==> src/rtl/lcd12864_text_ctrl.sv <==
// ST7920 128x64 text-mode controller: holds a ROWS x COLS character buffer and streams it over the 8-bit parallel bus.
// Optional backlight PWM is enabled by defining LCD_BACKLIGHT_PWM_EN (adds the bl_level input).
module lcd12864_text_ctrl #(
    parameter int ROWS         = 4,
    parameter int COLS         = 16,
    parameter int E_HIGH       = 25,
    parameter int CMD_WAIT     = 4000,
    parameter int CLR_WAIT     = 80000,
    parameter int RST_CYC      = 50000,
    parameter int AUTO_REFRESH = 0
) (
    input  logic                            clk,
    input  logic                            rst,
`ifdef LCD_BACKLIGHT_PWM_EN
    input  logic [7:0]                      bl_level,
`endif
    input  logic                            wr_en,
    input  logic [$clog2(ROWS*COLS)-1:0]    wr_addr,
    input  logic [7:0]                      wr_data,
    input  logic                            refresh,
    output logic                            busy,
    output logic                            init_done,
    output logic                            lcd_rs,
    output logic                            lcd_rw,
    output logic                            lcd_en,
    output logic [7:0]                      lcd_dat,
    output logic                            lcd_rst,
    output logic                            lcd_psb,
    output logic                            lcd_bl_p,
    output logic                            lcd_bl_n
);

    localparam int DEPTH = ROWS * COLS;
    localparam int AW    = $clog2(DEPTH);
    localparam int RW    = (ROWS > 1) ? $clog2(ROWS) : 1;
    localparam int CLW   = $clog2(COLS);
    localparam int M1    = (CLR_WAIT > RST_CYC) ? CLR_WAIT : RST_CYC;
    localparam int M2    = (CMD_WAIT > E_HIGH) ? CMD_WAIT : E_HIGH;
    localparam int MAXC  = (M1 > M2) ? M1 : M2;
    localparam int CW    = $clog2(MAXC + 1);

    typedef enum logic [2:0] {
        S_RST_HOLD,
        S_RST_WAIT,
        S_INIT,
        S_IDLE,
        S_ROW_ADDR,
        S_ROW_DATA
    } state_t;

    typedef enum logic [1:0] {
        PH_SETUP,
        PH_EHI,
        PH_WAIT
    } phase_t;

    state_t          state_q, state_d;
    phase_t          phase_q, phase_d;
    logic [CW-1:0]   cnt_q, cnt_d;
    logic [RW-1:0]   row_q, row_d;
    logic [CLW-1:0]  col_q, col_d;
    logic [1:0]      init_idx_q, init_idx_d;
    logic            en_q, en_d;
    logic            rs_q, rs_d;
    logic [7:0]      dat_q, dat_d;
    logic            lrst_q, lrst_d;
    logic            init_done_q, init_done_d;
    logic            pend_q, pend_d;
    logic            byte_done;
    logic [7:0]      mem_q [DEPTH];
    logic [7:0]      mem_d [DEPTH];

    // DDRAM row start addresses of the ST7920 (rows 2/3 interleave with 0/1)
    function automatic logic [7:0] row_base(input logic [RW-1:0] r);
        case (int'(r))
            1:       row_base = 8'h10;
            2:       row_base = 8'h08;
            3:       row_base = 8'h18;
            default: row_base = 8'h00;
        endcase
    endfunction

    function automatic logic [7:0] init_cmd(input logic [1:0] i);
        case (i)
            2'd0:    init_cmd = 8'h30;
            2'd1:    init_cmd = 8'h0C;
            2'd2:    init_cmd = 8'h06;
            default: init_cmd = 8'h01;
        endcase
    endfunction

    function automatic logic [AW-1:0] buf_idx(input logic [RW-1:0] r, input logic [CLW-1:0] c);
        buf_idx = AW'(int'(r) * COLS + int'(c));
    endfunction

    always_comb begin
        mem_d = mem_q;
        if (wr_en && (int'(wr_addr) < DEPTH)) begin
            mem_d[wr_addr] = wr_data;
        end
    end

    always_comb begin
        state_d     = state_q;
        phase_d     = phase_q;
        cnt_d       = cnt_q;
        row_d       = row_q;
        col_d       = col_q;
        init_idx_d  = init_idx_q;
        en_d        = en_q;
        rs_d        = rs_q;
        dat_d       = dat_q;
        lrst_d      = lrst_q;
        init_done_d = init_done_q;
        pend_d      = pend_q;
        byte_done   = 1'b0;

        if (refresh && (state_q != S_IDLE)) begin
            pend_d = 1'b1;
        end

        case (state_q)
            S_RST_HOLD: begin
                if (cnt_q == '0) begin
                    lrst_d  = 1'b1;
                    cnt_d   = CW'(CLR_WAIT - 1);
                    state_d = S_RST_WAIT;
                end else begin
                    cnt_d = cnt_q - 1'b1;
                end
            end
            S_RST_WAIT: begin
                if (cnt_q == '0) begin
                    state_d    = S_INIT;
                    init_idx_d = 2'd0;
                    rs_d       = 1'b0;
                    dat_d      = init_cmd(2'd0);
                    phase_d    = PH_SETUP;
                end else begin
                    cnt_d = cnt_q - 1'b1;
                end
            end
            S_IDLE: begin
                if (pend_q || refresh || (AUTO_REFRESH != 0)) begin
                    pend_d  = 1'b0;
                    state_d = S_ROW_ADDR;
                    row_d   = '0;
                    rs_d    = 1'b0;
                    dat_d   = 8'h80 | row_base('0);
                    phase_d = PH_SETUP;
                end
            end
            default: begin
                // Shared byte engine: setup cycle, E high, then post-byte wait
                case (phase_q)
                    PH_SETUP: begin
                        en_d    = 1'b1;
                        cnt_d   = CW'(E_HIGH - 1);
                        phase_d = PH_EHI;
                    end
                    PH_EHI: begin
                        if (cnt_q == '0) begin
                            en_d    = 1'b0;
                            phase_d = PH_WAIT;
                            cnt_d   = (!rs_q && (dat_q == 8'h01)) ? CW'(CLR_WAIT - 1) : CW'(CMD_WAIT - 1);
                        end else begin
                            cnt_d = cnt_q - 1'b1;
                        end
                    end
                    PH_WAIT: begin
                        if (cnt_q == '0) begin
                            byte_done = 1'b1;
                        end else begin
                            cnt_d = cnt_q - 1'b1;
                        end
                    end
                    default: phase_d = PH_SETUP;
                endcase

                if (byte_done) begin
                    phase_d = PH_SETUP;
                    case (state_q)
                        S_INIT: begin
                            if (init_idx_q == 2'd3) begin
                                state_d     = S_IDLE;
                                init_done_d = 1'b1;
                            end else begin
                                init_idx_d = init_idx_q + 2'd1;
                                dat_d      = init_cmd(init_idx_q + 2'd1);
                            end
                        end
                        S_ROW_ADDR: begin
                            state_d = S_ROW_DATA;
                            col_d   = '0;
                            rs_d    = 1'b1;
                            dat_d   = mem_q[buf_idx(row_q, '0)];
                        end
                        S_ROW_DATA: begin
                            if (col_q != CLW'(COLS - 1)) begin
                                col_d = col_q + 1'b1;
                                dat_d = mem_q[buf_idx(row_q, col_q + 1'b1)];
                            end else if (row_q != RW'(ROWS - 1)) begin
                                state_d = S_ROW_ADDR;
                                row_d   = row_q + 1'b1;
                                rs_d    = 1'b0;
                                dat_d   = 8'h80 | row_base(row_q + 1'b1);
                            end else begin
                                state_d = S_IDLE;
                            end
                        end
                        default: state_d = S_IDLE;
                    endcase
                end
            end
        endcase
    end

    always_ff @(posedge clk or posedge rst) begin
        if (rst) begin
            state_q     <= S_RST_HOLD;
            phase_q     <= PH_SETUP;
            cnt_q       <= CW'(RST_CYC - 1);
            row_q       <= '0;
            col_q       <= '0;
            init_idx_q  <= '0;
            en_q        <= 1'b0;
            rs_q        <= 1'b0;
            dat_q       <= 8'h00;
            lrst_q      <= 1'b0;
            init_done_q <= 1'b0;
            pend_q      <= 1'b0;
        end else begin
            state_q     <= state_d;
            phase_q     <= phase_d;
            cnt_q       <= cnt_d;
            row_q       <= row_d;
            col_q       <= col_d;
            init_idx_q  <= init_idx_d;
            en_q        <= en_d;
            rs_q        <= rs_d;
            dat_q       <= dat_d;
            lrst_q      <= lrst_d;
            init_done_q <= init_done_d;
            pend_q      <= pend_d;
        end
    end

    always_ff @(posedge clk or posedge rst) begin
        if (rst) begin
            for (int i = 0; i < DEPTH; i++) begin
                mem_q[i] <= 8'h20;
            end
        end else begin
            mem_q <= mem_d;
        end
    end

`ifdef LCD_BACKLIGHT_PWM_EN
    logic [7:0] pwm_cnt_q, pwm_cnt_d;
    logic [7:0] lvl_q, lvl_d;

    // Level only changes at the wrap so each 256-cycle period has a clean duty
    always_comb begin
        pwm_cnt_d = pwm_cnt_q + 8'd1;
        lvl_d     = (pwm_cnt_q == 8'hFF) ? bl_level : lvl_q;
    end

    always_ff @(posedge clk or posedge rst) begin
        if (rst) begin
            pwm_cnt_q <= 8'd0;
            lvl_q     <= 8'd0;
        end else begin
            pwm_cnt_q <= pwm_cnt_d;
            lvl_q     <= lvl_d;
        end
    end

    assign lcd_bl_p = (pwm_cnt_q < lvl_q);
`else
    assign lcd_bl_p = 1'b1;
`endif

    assign busy      = (state_q != S_IDLE) || pend_q || (AUTO_REFRESH != 0);
    assign init_done = init_done_q;
    assign lcd_rs    = rs_q;
    assign lcd_rw    = 1'b0;
    assign lcd_en    = en_q;
    assign lcd_dat   = dat_q;
    assign lcd_rst   = lrst_q;
    assign lcd_psb   = 1'b1;
    assign lcd_bl_n  = 1'b0;

endmodule

==> config.mk <==
export PLATFORM = sky130hd
export DESIGN_NAME = lcd12864_text_ctrl
export DESIGN_NICKNAME = d
export VERILOG_FILES = /design/src/rtl/lcd12864_text_ctrl.sv
export SDC_FILE = /design/constraint.sdc
export NUM_CORES = 1
export LEC_CHECK = 0
export CORE_UTILIZATION = 34
export DETAILED_ROUTE_END_ITERATION = 8
export GPL_TIMING_DRIVEN = 1
export SLEW_MARGIN = 10
export SYNTH_ARGS = -nofsm -noshare
export SYNTH_HDL_FRONTEND = slang
export SYNTH_SLANG_ARGS = --single-unit
==> constraint.sdc <==
create_clock -name clk -period 40.4 [get_ports clk]
set_clock_uncertainty 0.15 [all_clocks]
set_input_delay 6.06 -clock clk [delete_from_list [all_inputs] [get_ports clk]]
set_output_delay 6.06 -clock clk [all_outputs]
set_load 0.01 [all_outputs]
# After elaboration in Yosys (flattened, before gate mapping)
# Cells that the tools add are included.
# totals
ff_bits	555
out_inout_bits	17
word_cells	226
# op_classes
add_sub_neg	5
magnitude_cmp	4
n_eq_ne	32
muxes	65
bitwise	8
reduce_logical	36
# op_table
op	count
bitwise mux 512 bit	1
case mux 17 bit (3 select lines)	2
binary-select mux 8 bit (select 6 bit)	2
2-to-1 mux 8 bit	11
2-to-1 mux 17 bit	4
demux 8 bit (select 6 bit)	1
case mux 8 bit (3 select lines)	2
2-to-1 mux 2 bit	11
>= comparator 7 bit, second input constant	3
2-to-1 mux 3 bit	7
inverter 6 -> 7 bit	3
case mux 3 bit (3 select lines)	2
case mux 6 bit (3 select lines)	1
logical NOT 17 bit	1
subtractor 17 x 1 -> 17 bit, second input constant	1
inequality test 4 bit, second input constant	4
case mux 5 bit (3 select lines)	1
AND reduction 7 bit	2
nonzero test 2 bit	7
inequality test 2 bit, second input constant	6
case mux 2 bit (3 select lines)	2
AND reduction 6 bit	2
2-to-1 mux 1 bit	11
equality test 2 bit, second input constant	5
35 further kinds	58

# Logic depth before layout (Yosys ltp)
# logic_depth
depth_word	10
mapped_depth	12

# Worst setup path after synthesis
# OpenSTA, ideal clock, no wires.
# synth_timing
kind	input to register
from	input port wr_addr[0]
to	register mem_q[104] in the netlist's numbering
setup_ps	125
arrival_ps	7476
t_required_ps	40125
path_slack_ps	32650
cell_stages	6
n_path_buf	2
cell_sequence	nand2b_1 > clkbuf_1 > or3_1 > clkbuf_1 > nor2_2 > mux2_2
# synth_via
elab_chain_len	6
elab_cells_between_ends	7
classes_between	order compare (2); mux (3); bitwise (1); reduce/logical (1)
# synth_lines
item	line	rtl
start: declaration	18	input logic [$clog2(ROWS*COLS)-1:0] wr_addr,
inverter 6 -> 7 bit (implied by the code) (*)	99	mem_d[wr_addr] = wr_data;
>= comparator 7 bit (implied by the code) / < comparator 7 x 1 -> 1 bit (equally long branches)	99	
logical AND 1 bit (implied by the code)	99	
2-to-1 mux 8 bit (implied by the code)	99	
demux 8 bit (select 6 bit) (*)	99	
bitwise mux 512 bit (*)	99	
end signal: assignment	254	mem_q <= mem_d;
end: declaration	70	logic [7:0] mem_q [DEPTH];
# Mark *: on every way between the ends. The rest lies on a longest branch, timed or not.
# A chain may end at the register's enable or synchronous reset.

# Worst setup path after layout
# layout_timing
from	register state_q[0]
to	output port busy
# layout_via
elab_chain_len	2
# layout_lines
item	line	rtl
start: declaration	57	state_t state_q, state_d;
start signal: assignment	233	state_q <= state_d;
inequality test 3 x 2 -> 1 bit	283	assign busy = (state_q != S_IDLE) || pend_q || (AUTO_REFRESH != 0);
logical OR 1 bit	283	
end: declaration	21	output logic busy,
# No other way between the ends.

==> impl_metrics.yaml <==
sta:
  fin_tns_setup_ns: 0
  max_freq_ghz: 0.114
  tightest_slew_ns: 1.18
  slew_headroom_pct: 21.5
  finalHoldViolations: 0
  min_period_over_period_pct: 21.7
  slew_viol_final: 0
  finalSetupViolCount: 0
  rsz0062_at_grt: "false"
  period_needed_ns: 8.76
place:
  placedCellCount: 2887
  dp_hpwl_mm: 44.5
  gp_congestion: 0.863
  numPortBuffers: 30
worst_setup_path:
  reg2reg_setup_slack_ns: 36.02
  cp_num_buf_inv: 1
  endpoint: "busy"
  endpoint_kind: "primary output"
  critPathKind: "flip-flop to primary output"
  reg2reg_depth: 8
  crit_slowest_cell: "dfrtp_1"
  start_kind: "flip-flop"
  startpoint: "state_q[0]$_DFFE_PP0P_"
  r2r_start: "col_q[0]$_DFFE_PP0P_"
  slowest_delay_ns: 0.73
  r2r-end: "lcd_dat[4]$_DFFE_PP0P_"
  critPathArrivalTime_ns: 2.55
  crit_family: "flip-flops"
  required_ns: 34.19
  crit_cells: 3
  cp_max_fo: 18
  path_cells: "nand2b_1 > or3_1 > clkdlybuf4s50_1"
layout:
  area_growth_pct: 11.1
  layout-drive-gt1-share_pct: 45.0
  layout_common_cells: "512 x mux2_2, 481 x dfrtp_1, 155 x nand2_1"
  final_common_cell: "mux2_2"
  nets: 1941
  final_cells: 2996
  antenna_cells: 0
logic_synthesis:
  synth_seq_cells: 555
  syn_area_mm2: 0.0268
  synth_ff_type: "dfrtp_1"
  synth-edff-count: 0
  yosysSeqAreaShare_pct: 52.1
  ys_warn_count: 0
  avgSynthCellArea_um2: 13.9
  synthCells: 1932
  synth_cell_types: 71
  ys_async_sr_fraction_pct: 100
clock_network:
  htree_levels: 2
  cts_buffers: 58
  post_cts_buffers: 0
  clk_pin_slew_ns: 0.07
  cts_tree: "done"
  clk_path_buf_depth: 3
  postCtsHoldBufs: 0
  post_cts_resized: 0
  cts_root_buf: "clkbuf_16"
  clk_latency_ns: 0.66
  cts_sinks: 555
floorplanning:
  core_mm2: 0.0777
  rows: 102
  die_w_um: 283
  pin_count: 35
  start_util_pct: 34.5
  die_area_mm2: 0.0800
  dieHeight_um: 283
grt:
  grt_pass1_wl_mm: 109
  antenna_found_initial: 1
  grt_start_max_net_pins: 125
  gr-total-overflow: 0
  grtUsageTotal_pct: 17.5
  grt_pass1_vias: 17254
run:
  max-cap-violations: 0
run_status:
  outcome: "finished clean"
route:
  vias: 16515
  drc_errors: 0
  via_per_inst: 5.51
  post_drt_wl_per_cell_um: 23.3
  wl_mm: 69.7
  first_pass_iters: 7
  drtAntennaViolNets: 0
  first_iter_violations: 1331
power_and_ir_drop:
  irDropWorstVdd_mv: 0.0347
  power_uw: 1690
  power.leakage_uw: 0.0127
  p_per_area_mw_per_mm2: 56.8
min_path:
  min_path_type: "flip-flop to flip-flop"
==> power breakdown <==
part           switching [µW]  total, µW  leakage [µW]  internal [µW]
sequential               76.1        725       0.00715            649
clock                     230        527      0.000928            297
combinational             237        441       0.00466            203
==> cells in the mapped netlist, types with 13 or more instances <==
cell type / n / area (µm²)
a21oi_1: 36 / 180
buf_2: 28 / 140
nor3_1: 23 / 115
o21ai_0: 45 / 225
dfstp_2: 73 / 1920
mux2_2: 512 / 5770
mux4_2: 132 / 2970
nor2_2: 26 / 163
buf_4: 21 / 158
buf_1: 13 / 48.8
a31oi_1: 21 / 131
clkbuf_1: 74 / 278
mux2i_1: 18 / 180
inv_1: 19 / 71.3
nor2_1: 56 / 210
nand3_1: 46 / 230
nand2_1: 155 / 582
dfrtp_1: 482 / 12100
ha_1: 16 / 200
==> routing by layer <==
layer	vias to the layer above	track usage [%]	routed length (µm)
li1	7090	-	-
met1	8840	25.0	31700
met2	469	26.9	31900
met3	114	3.23	4310
met4	2	5.49	1870
met5	-	0	12
==> metrics by stage <==
stage / hold slack (ns) / util (%) / setup slack [ns] / instance area, µm²
6_report: 0.322 / 38.4 / 31.64 / 29800
5_1_grt: 0.342 / 38.4 / 31.40 / 29800
3_3_place_gp: 0.287 / 35.9 / 31.14 / 27900
4_1_cts: 0.321 / 38.4 / 31.64 / 29800
2_1_floorplan: 0.320 / - / 18.79 / 26800
3_5_place_dp: 0.304 / 35.9 / 31.03 / 27900
==> worst reg2reg max path: stages, from the launching register on <==
cell,delay (ns)
dfrtp_4,1.03
ha_4,0.54
buf_4,0.76
mux4_2,0.52
mux4_2,0.52
nor2_1,0.18
a41oi_1,0.17
nand4_1,0.29
a21oi_1,0.09
==> state kept, by name, summed over array words and instances (netlist names) <==
register / flops
pend_q: 1
phase_q: 2
lcd_dat: 8
row_q: 2
init_done: 1
lcd_rs: 1
cnt_q: 17
init_idx_q: 2
mem_q: 512
lcd_en: 1
state_q: 3
lcd_rst: 1
col_q: 4
==> worst min-delay path by stage <==
| stage | end | from | cells past startpoint |
|---|---|---|---|
| floorplan | mem_q[26]$_DFFE_PP0P_ | mem_q[26]$_DFFE_PP0P_ | 1 |
| global placement | lcd_rst$_DFFE_PP0P_ | lcd_rst$_DFFE_PP0P_ | 1 |
| detailed placement | lcd_rst$_DFFE_PP0P_ | lcd_rst$_DFFE_PP0P_ | 1 |
| CTS | lcd_rst$_DFFE_PP0P_ | lcd_rst$_DFFE_PP0P_ | 1 |
| global route | lcd_rst$_DFFE_PP0P_ | lcd_rst$_DFFE_PP0P_ | 1 |
| finish | lcd_rst$_DFFE_PP0P_ | lcd_rst$_DFFE_PP0P_ | 1 |
==> final cells by class <==
cell class	instances	area [µm²]
Inverter	19	78.8
Sequential cell	555	14000
Fill cell	7258	47900
Clock buffer	92	1710
Multi-Input combinational cell	1218	12100
Tap cell	1040	1300
Timing Repair Buffer	55	448
Clock inverter	17	175
==> cell families (layout without fill, tap and decap cells) <==
| family | after synthesis | count (layout) | share of synthesized area, % |
|---|---|---|---|
| DFF | 555 | 555 | 52.1 |
| and+or+nand+nor | 366 | 366 | 6.44 |
| AOI/OAI and AO/OA | 158 | 158 | 3.73 |
| xor gates and xnor gates | 6 | 6 | 0.294 |
| muxes | 668 | 668 | 33.8 |
| adders and majority gates | 16 | 16 | 0.746 |
| other | 2 | 4 | 0.0280 |
| buffers and inverters | 161 | 183 | 2.88 |
No activity file was read; power rests on OpenSTA's default activity.
==> RTL edit (same settings) <==
The 6 states of `state_t` get a Gray code encoding in 3 bits.
--- a/src/rtl/lcd12864_text_ctrl.sv
+++ b/src/rtl/lcd12864_text_ctrl.sv
@@ -40,12 +40,12 @@
     localparam int CW    = $clog2(MAXC + 1);
 
     typedef enum logic [2:0] {
-        S_RST_HOLD,
-        S_RST_WAIT,
-        S_INIT,
-        S_IDLE,
-        S_ROW_ADDR,
-        S_ROW_DATA
+        S_RST_HOLD = 3'b000,
+        S_RST_WAIT = 3'b001,
+        S_INIT     = 3'b011,
+        S_IDLE     = 3'b010,
+        S_ROW_ADDR = 3'b110,
+        S_ROW_DATA = 3'b111
     } state_t;
 
     typedef enum logic [1:0] {
Behaviour: same outputs for any inputs over 10 cycles, from zero or initial values and one cycle with rst high; not proved beyond that.
==> RTL edit against the original RTL <==
Sequential share of layout area is 0.31 points lower. Fmax decreased by 3.3%. Synthesized area up 0.54%. First-iteration DRC count is 2.7% lower. Power down 4.4%. Worst setup slack worse by 0.30 ns. Sequential cell count did not move. Combinational power decreased by 15%. Core utilization grew 0.13 points. Wire length is 2.5% higher. Design area rose by 0.68%. Largest cell class unchanged. Count of clock-buffer cells in the layout grew 2.
==> RTL edit: results (changes against the original RTL) <==
- First-pass GRT wire length: 110,500 µm (+1.3%)
- Via density: 5.558 (+0.83%)
- Cts repair resizes: 0 (unchanged)
- Clk slew on worst S/H paths: 0.06 ns
- # port buffers: 30 (unchanged)
- Final HPWL DP: 45,030 µm (+1.2%)
- Synth unique cells: 84 (+18%)
- Final Wtd Congestion: 0.8681 (+0.64%)
- H-tree depth: 2 (unchanged)
- VDD IR-drop max: 32.10 µV (-7.5%)
- Deepest clock path buffer count: 3 (unchanged)
- Worst Path Arrival: 2.85 ns (+0.30 ns)
- Clk_lat worst skew: 0.65 ns
- Status: finished, final reports clean
- Slowest library cell on the worst path: nor3b_1
- Largest net degree at the start of global routing: 135 (+8.0%)
- Largest family of logic cells by synthesized area: multiplexers
- Dominant cells by area after synthesis: dfrtp_1 45%, mux2_2 21%, mux4_2 11%
- Hold crit path type: flop to flop
- Setup bufs post-CTS: 0 (unchanged)
- Routed wire length per instance: 23.88 µm (+2.6%)
- Share of post-route cells with drive strength above 1: 46.47% (+1.4 points)
- Synth Warn #: 0 (unchanged)
- Avg Synthesized Cell Area: 13.99 µm² (+0.74%)
- FILL cells: 7,229 (-0.40%)
- Mux cell area share after synthesis: 33.37% (-0.41 points)
- Adder-Cell Fraction of Synth Area: 0.6957% (-0.050 points)
- Gr usage total: 17.93% (+0.40 points)
- Compound-Gate Fraction of Synth Area: 4.021% (+0.29 points)
- Max Fclk: 110.4 MHz (-3.3%)
- Synth top cells by count: 513 x mux2_2, 482 x dfrtp_1, 152 x nand2_1
- Most flops, register: mem_q
- Vias: 16,640 (+0.73%)
- DP Area: 0.02809 mm² (+0.57%)
- Max reg flops: 512 (unchanged)
- Seq/Total Area, Yosys: 51.82% (-0.28 points)
- Maximum fanout along the worst path: 27 (+9)
- Clock Tree Root: clkbuf_16
- Lkg Pwr: 12.86 nW (+0.95%)
- Crit path largest cell delay: 0.77 ns (+0.04 ns)
- Total clock buffers created by CTS: 56 (-3.4%)
- Share of flip-flops with an asynchronous set or reset: 100.0% (unchanged)
- Xor/xnor share of the synthesized area: 0.2783% (-0.015 points)
- Worst slew pin tran: 1.159 ns (-0.01760 ns)
- First-pass DRT Iterations: 5 (-2)
- Top cell family by delay on the critical path: simple AND/OR/NAND/NOR gates
- 1st-iter DRT viols: 1,295 (-2.7%)
- Final #Nets: 1,938 (-0.15%)
- Fin util: 38.50% (+0.13 points)
RTL edit: changes by cell type after synthesis, moves of 6 or more:
cell and delta:
nand4_1 +8, o21ai_0 -16, inv_1 -6, a31oi_1 -8, clkbuf_1 +8, buf_6 +7, a22o_1 +7, buf_2 -7
nand3_1 -14, nor2_1 +8, nor4_1 -6
RTL edit: path summary, 6_finish.rpt:
kind                                              from                      to  slack, ns  depth (start not counted)
max in group asynchronous                          rst  mem_q[284]$_DFFE_PP0P_      31.77                          4
worst max-delay path            state_q[0]$_DFFE_PP0P_                    busy      31.34                          3
min in group asynchronous                          rst  mem_q[425]$_DFFE_PP0P_       5.94                          2
worst max register to register    col_q[0]$_DFFE_PP0P_  lcd_dat[4]$_DFFE_PP0P_      35.80                          8
worst min-delay path               lcd_rst$_DFFE_PP0P_     lcd_rst$_DFFE_PP0P_       0.32                          1
worst min register to register     lcd_rst$_DFFE_PP0P_     lcd_rst$_DFFE_PP0P_       0.32                          1
RTL edit: where the power goes:
part	switching, mW	internal, mW
clock	0.224	0.310
sequential	0.0649	0.643
combinational	0.196	0.178
RTL edit: through the flow:
stage	total power [mW]	hold WS [ns]	setup slack (ns)
5_1_grt	1.694	0.3584	31.17
6_report	1.618	0.3210	31.34
3_5_place_dp	1.090	0.3005	30.99
2_1_floorplan	0.9804	0.2992	18.79
3_3_place_gp	1.075	0.2951	31.06
4_1_cts	1.629	0.3173	31.32
RTL edit: area by class of cell:
class	instances	area share, %
antenna	1	0.008336
sequential	555	46.58
tap	1040	4.335
multi-input combinational	1218	40.85
clock inverter	11	0.5293
timing repair buffer	60	1.617
clock buffer	94	5.881
inverter	14	0.2001
RTL edit: logic make-up (layout without fill, tap and decap cells):
logic type,count (synthesis),count (layout)
flip-flops,555,555
buffers and inverters,157,179
AND/OR/NAND/NOR,370,370
other,2,5
AO/OA/AOI/OAI,154,154
multiplexers,669,669
adder cells (fa/ha/maj),15,15
XOR/XNOR,6,6
RTL edit: metal layers:
| layer | vias up | share of wire (%) | track usage (%) | wire, µm |
|---|---|---|---|---|
| met5 | - | 0.011 | 0 | 8 |
| met3 | 106 | 6.5 | 3.167 | 4641 |
| met2 | 529 | 45 | 27.32 | 32300 |
| met4 | 2 | 2.4 | 5.203 | 1746 |
| li1 | 7072 | - | - | - |
| met1 | 8927 | 46 | 26.04 | 32770 |
RTL edit: worst register-to-register path, delay by kind of cell (launching register included):
family	cells	cell delay (ns)
multiplexers	2	0.98
AND/OR/NAND/NOR	2	0.47
flip-flops	1	1.06
AO/OA/AOI/OAI	2	0.38
buffers and inverters	2	1.45
